--- src/rtl/multicycle_control.sv ---
// Main control FSM of the multi-cycle MIPS-subset CPU: sequences fetch/decode/execute over one memory port.
// Define MEM_TIMEOUT_EN to bound every memory wait (MEM_TIMEOUT cycles) and halt when it expires.
module multicycle_control #(
`ifdef MEM_TIMEOUT_EN
  parameter int unsigned MEM_TIMEOUT = 15,
`endif
  parameter int unsigned COUNT_WIDTH = 32
) (
  input  logic                   clk,
  input  logic                   rst_n,
  input  logic [5:0]             opcode,
  input  logic                   zero,
  input  logic                   mem_ready,
  output logic                   mem_req,
  output logic                   mem_we,
  output logic                   iord,
  output logic                   ir_write,
  output logic                   pc_write,
  output logic                   pc_write_cond,
  output logic                   branch_ne,
  output logic                   reg_write,
  output logic                   reg_dst,
  output logic                   mem_to_reg,
  output logic                   alu_src_a,
  output logic [1:0]             alu_src_b,
  output logic [1:0]             pc_source,
  output logic [2:0]             ALUop,
  output logic                   illegal,
  output logic [COUNT_WIDTH-1:0] instr_count
);

  typedef enum logic [3:0] {
    IDLE, FETCH, DECODE, EXEC, MEM_RD, MEM_WR, WB_ALU, WB_MEM, BRANCH, JUMP, HALT
  } state_t;

  localparam logic [5:0] OP_R    = 6'b000000;
  localparam logic [5:0] OP_J    = 6'b000010;
  localparam logic [5:0] OP_BEQ  = 6'b000100;
  localparam logic [5:0] OP_BNE  = 6'b000101;
  localparam logic [5:0] OP_ADDI = 6'b001000;
  localparam logic [5:0] OP_SLTI = 6'b001010;
  localparam logic [5:0] OP_ANDI = 6'b001100;
  localparam logic [5:0] OP_ORI  = 6'b001101;
  localparam logic [5:0] OP_LW   = 6'b100011;
  localparam logic [5:0] OP_SW   = 6'b101011;

  state_t state;
  state_t state_next;
  logic   mem_wait;
  logic   timeout_hit;
  logic   retire;

  // The branch condition is resolved in the datapath; the FSM never looks at zero.
  logic   unused_zero;
  assign unused_zero = zero;

  assign mem_wait = ((state == FETCH) || (state == MEM_RD) || (state == MEM_WR)) && !mem_ready;

  assign retire = (state == WB_ALU) || (state == WB_MEM) || (state == BRANCH) ||
                  (state == JUMP) || ((state == MEM_WR) && mem_ready);

  always_ff @(posedge clk or negedge rst_n) begin
    if (!rst_n) begin
      state <= IDLE;
    end else begin
      state <= state_next;
    end
  end

  always_comb begin
    state_next    = state;
    mem_req       = 1'b0;
    mem_we        = 1'b0;
    iord          = 1'b0;
    ir_write      = 1'b0;
    pc_write      = 1'b0;
    pc_write_cond = 1'b0;
    branch_ne     = 1'b0;
    reg_write     = 1'b0;
    reg_dst       = 1'b0;
    mem_to_reg    = 1'b0;
    alu_src_a     = 1'b0;
    alu_src_b     = 2'b00;
    pc_source     = 2'b00;
    ALUop         = 3'b000;

    case (state)
      IDLE: state_next = FETCH;

      FETCH: begin
        mem_req   = 1'b1;
        alu_src_b = 2'b01;
        // PC+4 and the IR load commit only in the cycle memory delivers the word.
        if (mem_ready) begin
          ir_write   = 1'b1;
          pc_write   = 1'b1;
          state_next = DECODE;
        end
      end

      DECODE: begin
        alu_src_b = 2'b11;
        case (opcode)
          OP_R, OP_ADDI, OP_ANDI, OP_ORI, OP_SLTI, OP_LW, OP_SW: state_next = EXEC;
          OP_BEQ, OP_BNE:                                        state_next = BRANCH;
          OP_J:                                                  state_next = JUMP;
          default:                                               state_next = HALT;
        endcase
      end

      EXEC: begin
        alu_src_a = 1'b1;
        if (opcode == OP_R) begin
          alu_src_b = 2'b00;
          ALUop     = 3'b111;
        end else begin
          alu_src_b = 2'b10;
          case (opcode)
            OP_ANDI: ALUop = 3'b110;
            OP_ORI:  ALUop = 3'b010;
            OP_SLTI: ALUop = 3'b011;
            default: ALUop = 3'b000;
          endcase
        end
        case (opcode)
          OP_LW:   state_next = MEM_RD;
          OP_SW:   state_next = MEM_WR;
          default: state_next = WB_ALU;
        endcase
      end

      MEM_RD: begin
        mem_req = 1'b1;
        iord    = 1'b1;
        if (mem_ready) state_next = WB_MEM;
      end

      MEM_WR: begin
        mem_req = 1'b1;
        mem_we  = 1'b1;
        iord    = 1'b1;
        if (mem_ready) state_next = FETCH;
      end

      WB_ALU: begin
        reg_write  = 1'b1;
        reg_dst    = (opcode == OP_R);
        state_next = FETCH;
      end

      WB_MEM: begin
        reg_write  = 1'b1;
        mem_to_reg = 1'b1;
        state_next = FETCH;
      end

      BRANCH: begin
        alu_src_a     = 1'b1;
        ALUop         = 3'b001;
        pc_write_cond = 1'b1;
        pc_source     = 2'b01;
        branch_ne     = opcode[0];
        state_next    = FETCH;
      end

      JUMP: begin
        pc_write   = 1'b1;
        pc_source  = 2'b10;
        state_next = FETCH;
      end

      HALT: state_next = HALT;

      default: state_next = IDLE;
    endcase

    if (timeout_hit) state_next = HALT;
  end

`ifdef MEM_TIMEOUT_EN
  localparam int unsigned WAIT_W = $clog2(MEM_TIMEOUT + 1);

  logic [WAIT_W-1:0] wait_cnt;

  assign timeout_hit = mem_wait && (wait_cnt == WAIT_W'(MEM_TIMEOUT - 1));

  // Counts consecutive stalled cycles within one state; any transition restarts it.
  always_ff @(posedge clk or negedge rst_n) begin
    if (!rst_n) begin
      wait_cnt <= '0;
    end else if (state_next != state) begin
      wait_cnt <= '0;
    end else if (mem_wait) begin
      wait_cnt <= wait_cnt + WAIT_W'(1);
    end
  end
`else
  logic unused_mem_wait;
  assign unused_mem_wait = mem_wait;
  assign timeout_hit     = 1'b0;
`endif

  always_ff @(posedge clk or negedge rst_n) begin
    if (!rst_n) begin
      illegal     <= 1'b0;
      instr_count <= '0;
    end else begin
      if (state_next == HALT) illegal <= 1'b1;
      if (retire) instr_count <= instr_count + COUNT_WIDTH'(1);
    end
  end

endmodule

--- config.mk ---
export PLATFORM = sky130hd
export DESIGN_NAME = multicycle_control
export DESIGN_NICKNAME = d
export VERILOG_FILES = /design/src/rtl/multicycle_control.sv
export SDC_FILE = /design/constraint.sdc
export NUM_CORES = 1
export LEC_CHECK = 0
export ABC_AREA = 1
export ABC_CLOCK_PERIOD_IN_PS = 1630
export CAP_MARGIN = 20
export CORE_ASPECT_RATIO = 1.4
export CORE_MARGIN = 2
export CORE_UTILIZATION = 52
export CTS_BUF_LIST = sky130_fd_sc_hd__clkbuf_4 sky130_fd_sc_hd__clkbuf_8
export DETAILED_ROUTE_END_ITERATION = 8
export PLACE_DENSITY = 0.8
export SYNTH_ARGS = -nofsm -noshare
export SYNTH_HDL_FRONTEND = slang
export SYNTH_SLANG_ARGS = --single-unit
--- constraint.sdc ---
create_clock -name clk -period 1.63 [get_ports clk]
set_input_delay 0.326 -clock clk [delete_from_list [all_inputs] [get_ports clk]]
set_output_delay 0.326 -clock clk [all_outputs]
set_load 0.005 [all_outputs]
==> flow_metrics.py, run 1 <==
metrics = {
    "synth": {
        "synth-seq-cells": 37,
        "synth_area_per_cell_um2": 6.50,
        "syn-cell-area_um2": 2600,
        "synth_area_leaders": "dfrtp_1 36%, nand2_1 21%, nor2_1 8.8%",
        "synth_most_common_cell": "nand2_1",
        "synth_edf_count": 0,
        "ys_async_sr_fraction_pct": 100,
        "synth_nets": 412,
        "netlist_instances": 401,
        "synth_cell_types": 28,
        "ys_seq_area_share_pct": 35.5,
        "synth_top_area_share_pct": 35.5,
        "ys_warn_count": 0,
        "ys.flop_type": "dfrtp_1",
        "synthTopCellsByCount": "147 x nand2_1, 61 x nor2_1, 50 x inv_1",
        "synth.largest_area_cell": "dfrtp_1",
    },
    "cells_and_area": {
        "design_area_um2": 4320,
        "antennaDiodeCount": 0,
        "nets": 549,
        "fin_util_pct": 89.3,
        "drive_gt1_share_pct": 38.6,
        "syn2layout_area_growth_pct": 65.9,
    },
    "pwr": {
        "leakage_nw": 2.06,
        "power.density_nw_per_um2": 1320,
        "ir_worst_vdd_mv": 1.11,
    },
    "timing": {
        "slew_viol_final": 0,
        "clock_skew_ns": 0.00692,
        "grt_setup_unrepaired": "true",
        "hold_viol": 0,
        "setup_violations": 54,
        "worstMarginPinSlew_ns": 0.367,
        "final.min_clock_period_ns": 1.84,
        "timing.slew.headroom_pct": 75.3,
        "layout_setup_ws_ns": -0.211,
        "max_freq_ghz": 0.543,
        "post-route-period-util_pct": 113,
    },
    "floorplan": {
        "ios": 61,
        "start_util_pct": 53.8,
        "die_h_um": 87.7,
        "num_rows": 30,
        "core-area_um2": 4840,
        "dieArea_um2": 5600,
        "fp.dieW_um": 63.8,
    },
    "route": {
        "drt_iter0_drc": 502,
        "num_vias": 3627,
        "wl_mm": 11.7,
        "drtAntennaViolNets": 0,
        "wl_per_cell_um": 19.4,
        "dr.pass1.iters": 6,
        "viasPerCell": 6.01,
        "drcViolationCount": 0,
    },
    "setup_path": {
        "end_kind": "flop",
        "slowest_stage": "dfrtp_1",
        "path_class": "reg2reg",
        "crit_chain": "buf_6 -> inv_6 -> nor2_4 -> buf_6 -> buf_6 -> nand2_4 -> nand2_4 -> inv_8 -> nand2_8 -> nand2_4 -> nor2_4 -> nand2_1 -> xnor2_1",
        "arrival_ns": 2.03,
        "cp-start-kind": "flop",
        "slowest_delay_ns": 0.45,
        "crit_required_ns": 1.82,
        "worstPathMaxFanout": 4,
    },
    "global_route": {
        "antenna_found_initial": 0,
        "overflow": 0,
        "grt-busiest-layer": "met2",
        "global_route.usage.met3_pct": 5.14,
        "grt_pass1_wl_mm": 12.9,
        "grtUsageTotal_pct": 29.3,
        "use_met1_pct": 30.4,
        "grtUsageMet2_pct": 55.5,
        "grt_max_degree": 38,
        "grt_pass1_vias": 2961,
    },
    "clock_network": {
        "clk_latency_ns": 0.30,
        "numCtsBuffers": 5,
        "htreeDepth": 2,
        "cts_tree": "yes",
        "root_buffer": "clkbuf_8",
        "clk_pin_slew_worst_paths_ns": 0.09,
        "clockBufferDepth": 2,
        "clock_sinks": 37,
    },
    "job": {
        "max_cap_viol_count": 0,
    },
    "placement": {
        "dpl-instance-area_um2": 3550,
        "gp_congestion": 0.897,
        "dp_hpwl_mm": 5.50,
        "port_buffers": 59,
    },
    "outcome": {
        "status": "complete, but fails checks",
        "failed_checks": "setup timing",
    },
    "hold_path": {
        "min_path_type": "reg2reg",
    },
}
what timing repair did:
item                                    4_1_cts  5_1_grt
buffers inserted                             19       11
gates cloned                                  0        4
hold buffers                                  1        0
endpoints found under the hold margin        31        0
gates resized for setup                     131      110
pin swaps                                    15       22
endpoints found under the setup margin       31       61
cells in the final DEF (no fill, tap or decap), types with 8 or more instances in the layout:
| master | synthesis | routed |
|---|---|---|
| buf_4 | 1 | 52 |
| buf_2 | 2 | 14 |
| inv_2 | 2 | 8 |
| nand2_2 | 4 | 18 |
| nor2_1 | 61 | 43 |
| o21ai_1 | 2 | 9 |
| buf_6 | 1 | 20 |
| nand2_1 | 147 | 126 |
| o21ai_2 | 1 | 8 |
| inv_1 | 50 | 41 |
| nor2_2 | 3 | 13 |
| nor2_4 | 6 | 14 |
| nand3_1 | 25 | 21 |
| dfrtp_2 | 0 | 15 |
| dfrtp_1 | 37 | 22 |
| xor2_1 | 10 | 10 |
| clkdlybuf4s50_1 | 0 | 27 |
state kept, by name (all words and copies together) (netlist names):
signal       count
state            4
instr_count     32
illegal          1
layout make-up:
| type | instances | area, um^2 |
|---|---|---|
| inverter | 53 | 221 |
| clock inverter | 3 | 17.5 |
| multi-input combinational | 308 | 1780 |
| clock buffer | 5 | 68.8 |
| sequential | 37 | 945 |
| tap | 64 | 80.1 |
| timing repair buffer | 133 | 1210 |
| fill | 227 | 520 |
per-layer routing:
| metal | part of all wire (%) | vias to the layer above |
|---|---|---|
| li1 | - | 1521 |
| met1 | 30 | 1667 |
| met2 | 50 | 318 |
| met3 | 9.4 | 121 |
| met4 | 10 | 0 |
| met5 | 0 | - |
final timing paths:
kind,start,to,slack (ns),cells past startpoint
max,state[3]$_DFF_PN0_,instr_count[24]$_DFFE_PN0P_,-0.21,13
min,illegal$_DFFE_PN0N_,illegal$_DFFE_PN0N_,0.49,2
max reg2reg,state[3]$_DFF_PN0_,instr_count[24]$_DFFE_PN0P_,-0.21,13
min reg2reg,illegal$_DFFE_PN0N_,illegal$_DFFE_PN0N_,0.49,2
max in group asynchronous,rst_n,state[0]$_DFF_PN0_,0.89,3
min in group asynchronous,rst_n,instr_count[14]$_DFFE_PN0P_,0.52,3
power by group:
group / total (W) / leakage, nW / switching (W) / internal [W]
clock: 0.000685 / 0.0439 / 0.000389 / 0.000296
combinational: 0.00372 / 1.57 / 0.00198 / 0.00174
sequential: 0.00131 / 0.452 / 0.000240 / 0.00107
critical path, delay by kind of cell, from the launching register on:
kind          cells  cell delay [ns]
xor+xnor          1             0.15
buf+inv           5             0.46
flops             1             0.45
simple gates      7             0.66
cell families after synthesis:
| group | Yosys count | synth area share [%] |
|---|---|---|
| AND/OR/NAND/NOR | 269 | 45.5 |
| buffers and inverters | 57 | 8.84 |
| flip-flops | 37 | 35.5 |
| AO/OA/AOI/OAI | 21 | 4.27 |
| XOR/XNOR | 16 | 5.38 |
| adder cells (fa/ha/maj) | 1 | 0.480 |
stage by stage:
stage | total power, W | TNS [ns] | hold slack [ns] | setup slack [ns] | std cells
floorplan | 0.00224 | 0 | 0.0304 | 0.170 | 401
global placement | 0.00338 | -4.54 | 0.308 | -0.677 | 560
detailed placement | 0.00343 | -5.08 | 0.307 | -0.728 | 560
CTS | 0.00441 | -0.431 | 0.489 | -0.0714 | 588
global route | 0.00589 | -7.08 | 0.548 | -0.260 | 603
finish | 0.00572 | -5.63 | 0.486 | -0.211 | 603
No activity file was read; power rests on OpenSTA's default activity.
==> run 2, diff against run 1 <==
--- a/config.mk
+++ b/config.mk
@@ -6,14 +6,14 @@
 export NUM_CORES = 1
 export LEC_CHECK = 0
 export ABC_AREA = 1
-export ABC_CLOCK_PERIOD_IN_PS = 1630
+export ABC_CLOCK_PERIOD_IN_PS = 2250
 export CAP_MARGIN = 20
 export CORE_ASPECT_RATIO = 1.4
 export CORE_MARGIN = 2
-export CORE_UTILIZATION = 52
+export CORE_UTILIZATION = 56
 export CTS_BUF_LIST = sky130_fd_sc_hd__clkbuf_4 sky130_fd_sc_hd__clkbuf_8
 export DETAILED_ROUTE_END_ITERATION = 8
-export PLACE_DENSITY = 0.8
+export PLACE_DENSITY = 0.85
 export SYNTH_ARGS = -nofsm -noshare
 export SYNTH_HDL_FRONTEND = slang
 export SYNTH_SLANG_ARGS = --single-unit
==> constraint.sdc (replaced) <==
create_clock -name clk -period 2.25 [get_ports clk]
set_input_delay 0.45 -clock clk [delete_from_list [all_inputs] [get_ports clk]]
set_output_delay 0.45 -clock clk [all_outputs]
set_load 0.005 [all_outputs]
==> flow_metrics.py, run 2 (synthesis results as in run 1) <==
metrics = {
    "pwr": {
        "leakage_nw": 1.66,
        "ir_worst_vdd_mv": 0.684,
        "switchingPower_w": 0.00114,
        "internal-power_w": 0.00169,
        "design_power_total_w": 0.00283,
        "power.density_nw_per_um2": 805,
        "comb_power_share_pct": 45.3,
        "clkPwrFrac_pct": 21.5,
        "switching_share_pct": 40.2,
        "pwr-share-seq_pct": 33.1,
    },
    "clock_network": {
        "numCtsBuffers": 5,
        "htreeDepth": 2,
        "clk_pin_slew_worst_paths_ns": 0.07,
        "clk_latency_ns": 0.29,
        "clockBufferDepth": 2,
        "cts_tree": "yes",
        "clock_sinks": 37,
        "holdBufCountCts": 0,
        "root_buffer": "clkbuf_8",
    },
    "global_route": {
        "grt_pass1_wl_mm": 11.7,
        "grt_max_degree": 38,
        "grtUsageTotal_pct": 29.2,
        "antenna_found_initial": 0,
        "grt_pass1_vias": 2729,
        "overflow": 0,
    },
    "setup_path": {
        "r2r_slack_ns": 0.52,
        "path_class": "reg2out",
        "rr_startpoint": "instr_count[0]$_DFFE_PN0P_",
        "slowest_delay_ns": 0.50,
        "cp-endpoint": "alu_src_a",
        "crit_start": "state[3]$_DFF_PN0_",
        "slowest_stage": "clkdlybuf4s50_1",
        "crit_family": "buffers and inverters",
        "critPathBufInv": 2,
        "reg2reg_to": "instr_count[14]$_DFFE_PN0P_",
        "end_kind": "output port",
        "reg2reg_depth": 7,
        "cp-start-kind": "flop",
        "crit_chain": "nor2_2 -> nand3_2 -> buf_4 -> nand2_1 -> clkdlybuf4s50_1",
        "arrival_ns": 1.73,
        "crit_required_ns": 1.80,
        "worstPathMaxFanout": 6,
        "path_depth": 5,
    },
    "route": {
        "viasPerCell": 5.18,
        "num_vias": 2799,
        "drt_iter0_drc": 175,
        "wl_mm": 7.04,
        "wl_per_cell_um": 13.0,
        "dr.pass1.iters": 5,
        "drcViolationCount": 0,
        "drtAntennaViolNets": 0,
    },
    "hold_path": {
        "min_path_type": "in2async",
    },
    "outcome": {
        "status": "completed",
    },
    "cells_and_area": {
        "nets": 488,
        "reg_top3": "instr_count x32, state x4, illegal x1",
        "antennaDiodeCount": 0,
        "syn2layout_area_growth_pct": 35.1,
        "fin_cells": 540,
        "mostFrequentLayoutCell": "nand2_1",
        "regMostFlops": "instr_count",
        "final_cell_mix": "145 x nand2_1, 54 x nor2_1, 50 x inv_1",
        "drive_gt1_share_pct": 12.1,
        "largest_register_ff_count": 32,
    },
    "timing": {
        "setup_tns_ns": 0,
        "final.min_clock_period_ns": 2.18,
        "max_freq_ghz": 0.459,
        "hold_viol": 0,
        "clock_skew_ns": 0.0104,
        "slew_viol_final": 0,
        "setup_violations": 0,
        "worstMarginPinSlew_ns": 0.844,
        "post-route-period-util_pct": 96.9,
        "timing.slew.headroom_pct": 43.7,
    },
    "floorplan": {
        "die_h_um": 84.7,
        "dieArea_um2": 5220,
        "fp.dieW_um": 61.6,
        "ios": 61,
        "num_rows": 29,
        "core-area_um2": 4500,
        "start_util_pct": 57.9,
    },
    "placement": {
        "dp.cells": 528,
        "port_buffers": 59,
        "dp_hpwl_mm": 5.33,
        "gp_congestion": 0.902,
    },
    "job": {
        "max_cap_viol_count": 0,
    },
}
## run 2: cell types whose count changed in the layout (fill, tap and decap cells not counted), moves of 13 or more
cell / previous run / this run
clkdlybuf4s50_1: 27 / 45
o21ai_0: 2 / 15
buf_6: 20 / 0
buf_4: 52 / 14
dfrtp_2: 15 / 2
dfrtp_1: 22 / 35
nand2_1: 126 / 145
## run 2: layout make-up
cell class	count	area (um^2)
multi-input combinational	307	1490
fill	350	981
sequential	37	928
timing repair buffer	73	698
inverter	53	201
clock buffer	6	82.6
tap	62	77.6
clock inverter	2	37.5
## run 2: worst min path at each step
stage                   startpoint                           to  slack, ns  cells after the start
6_report                     rst_n  instr_count[14]$_DFFE_PN0P_       0.26                      1
5_1_grt                      rst_n  instr_count[31]$_DFFE_PN0P_       0.32                      1
4_1_cts                      rst_n   instr_count[8]$_DFFE_PN0P_       0.28                      1
3_5_place_dp   illegal$_DFFE_PN0N_          illegal$_DFFE_PN0N_       0.47                      2
3_3_place_gp   illegal$_DFFE_PN0N_          illegal$_DFFE_PN0N_       0.45                      2
2_1_floorplan                rst_n          illegal$_DFFE_PN0N_       0.15                      0
## run 2: per-layer routing
metal	up-vias	wire length [um]	track usage, %
met5	-	0	0
li1	1396	-	-
met4	0	231	12.2
met3	18	332	5.39
met2	97	3740	51.3
met1	1288	2740	33.0
## run 2: power by group through the flow
| stage | clock, W | sequential (W) | combinational (W) |
|---|---|---|---|
| finish | 0.000610 | 0.000938 | 0.00128 |
| global route | 0.000647 | 0.000954 | 0.00142 |
| CTS | 0.000616 | 0.000932 | 0.00126 |
| detailed placement | 0 | 0.000942 | 0.00124 |
| global placement | 0 | 0.000937 | 0.00122 |
| floorplan | 0 | 0.000897 | 0.000724 |
## run 2: worst reg2reg max path: stages (launching register included)
cell,delay (ns)
dfrtp_1,0.46
ha_1,0.30
nand3_1,0.25
nor2_4,0.21
nand2_4,0.08
nor2_4,0.11
nand2_1,0.08
xnor2_1,0.13
## run 2: metrics by stage
| step | utilization [%] | area (um^2) | worst slack [ns] | hold slack [ns] |
|---|---|---|---|---|
| global placement | 73.7 | 3310 | -0.302 | 0.453 |
| finish | 78.2 | 3520 | 0.0703 | 0.258 |
| detailed placement | 73.7 | 3310 | -0.404 | 0.466 |
| floorplan | - | 2610 | 0.588 | 0.154 |
| CTS | 77.0 | 3460 | -0.00822 | 0.278 |
| global route | 78.2 | 3520 | -0.0675 | 0.317 |
## run 2: repair_timing
item,in CTS,in global routing
endpoints found under the setup margin,7,10
setup buffers,3,1
resized for setup,16,17
pin swaps,4,4
endpoints found under the hold margin,0,0
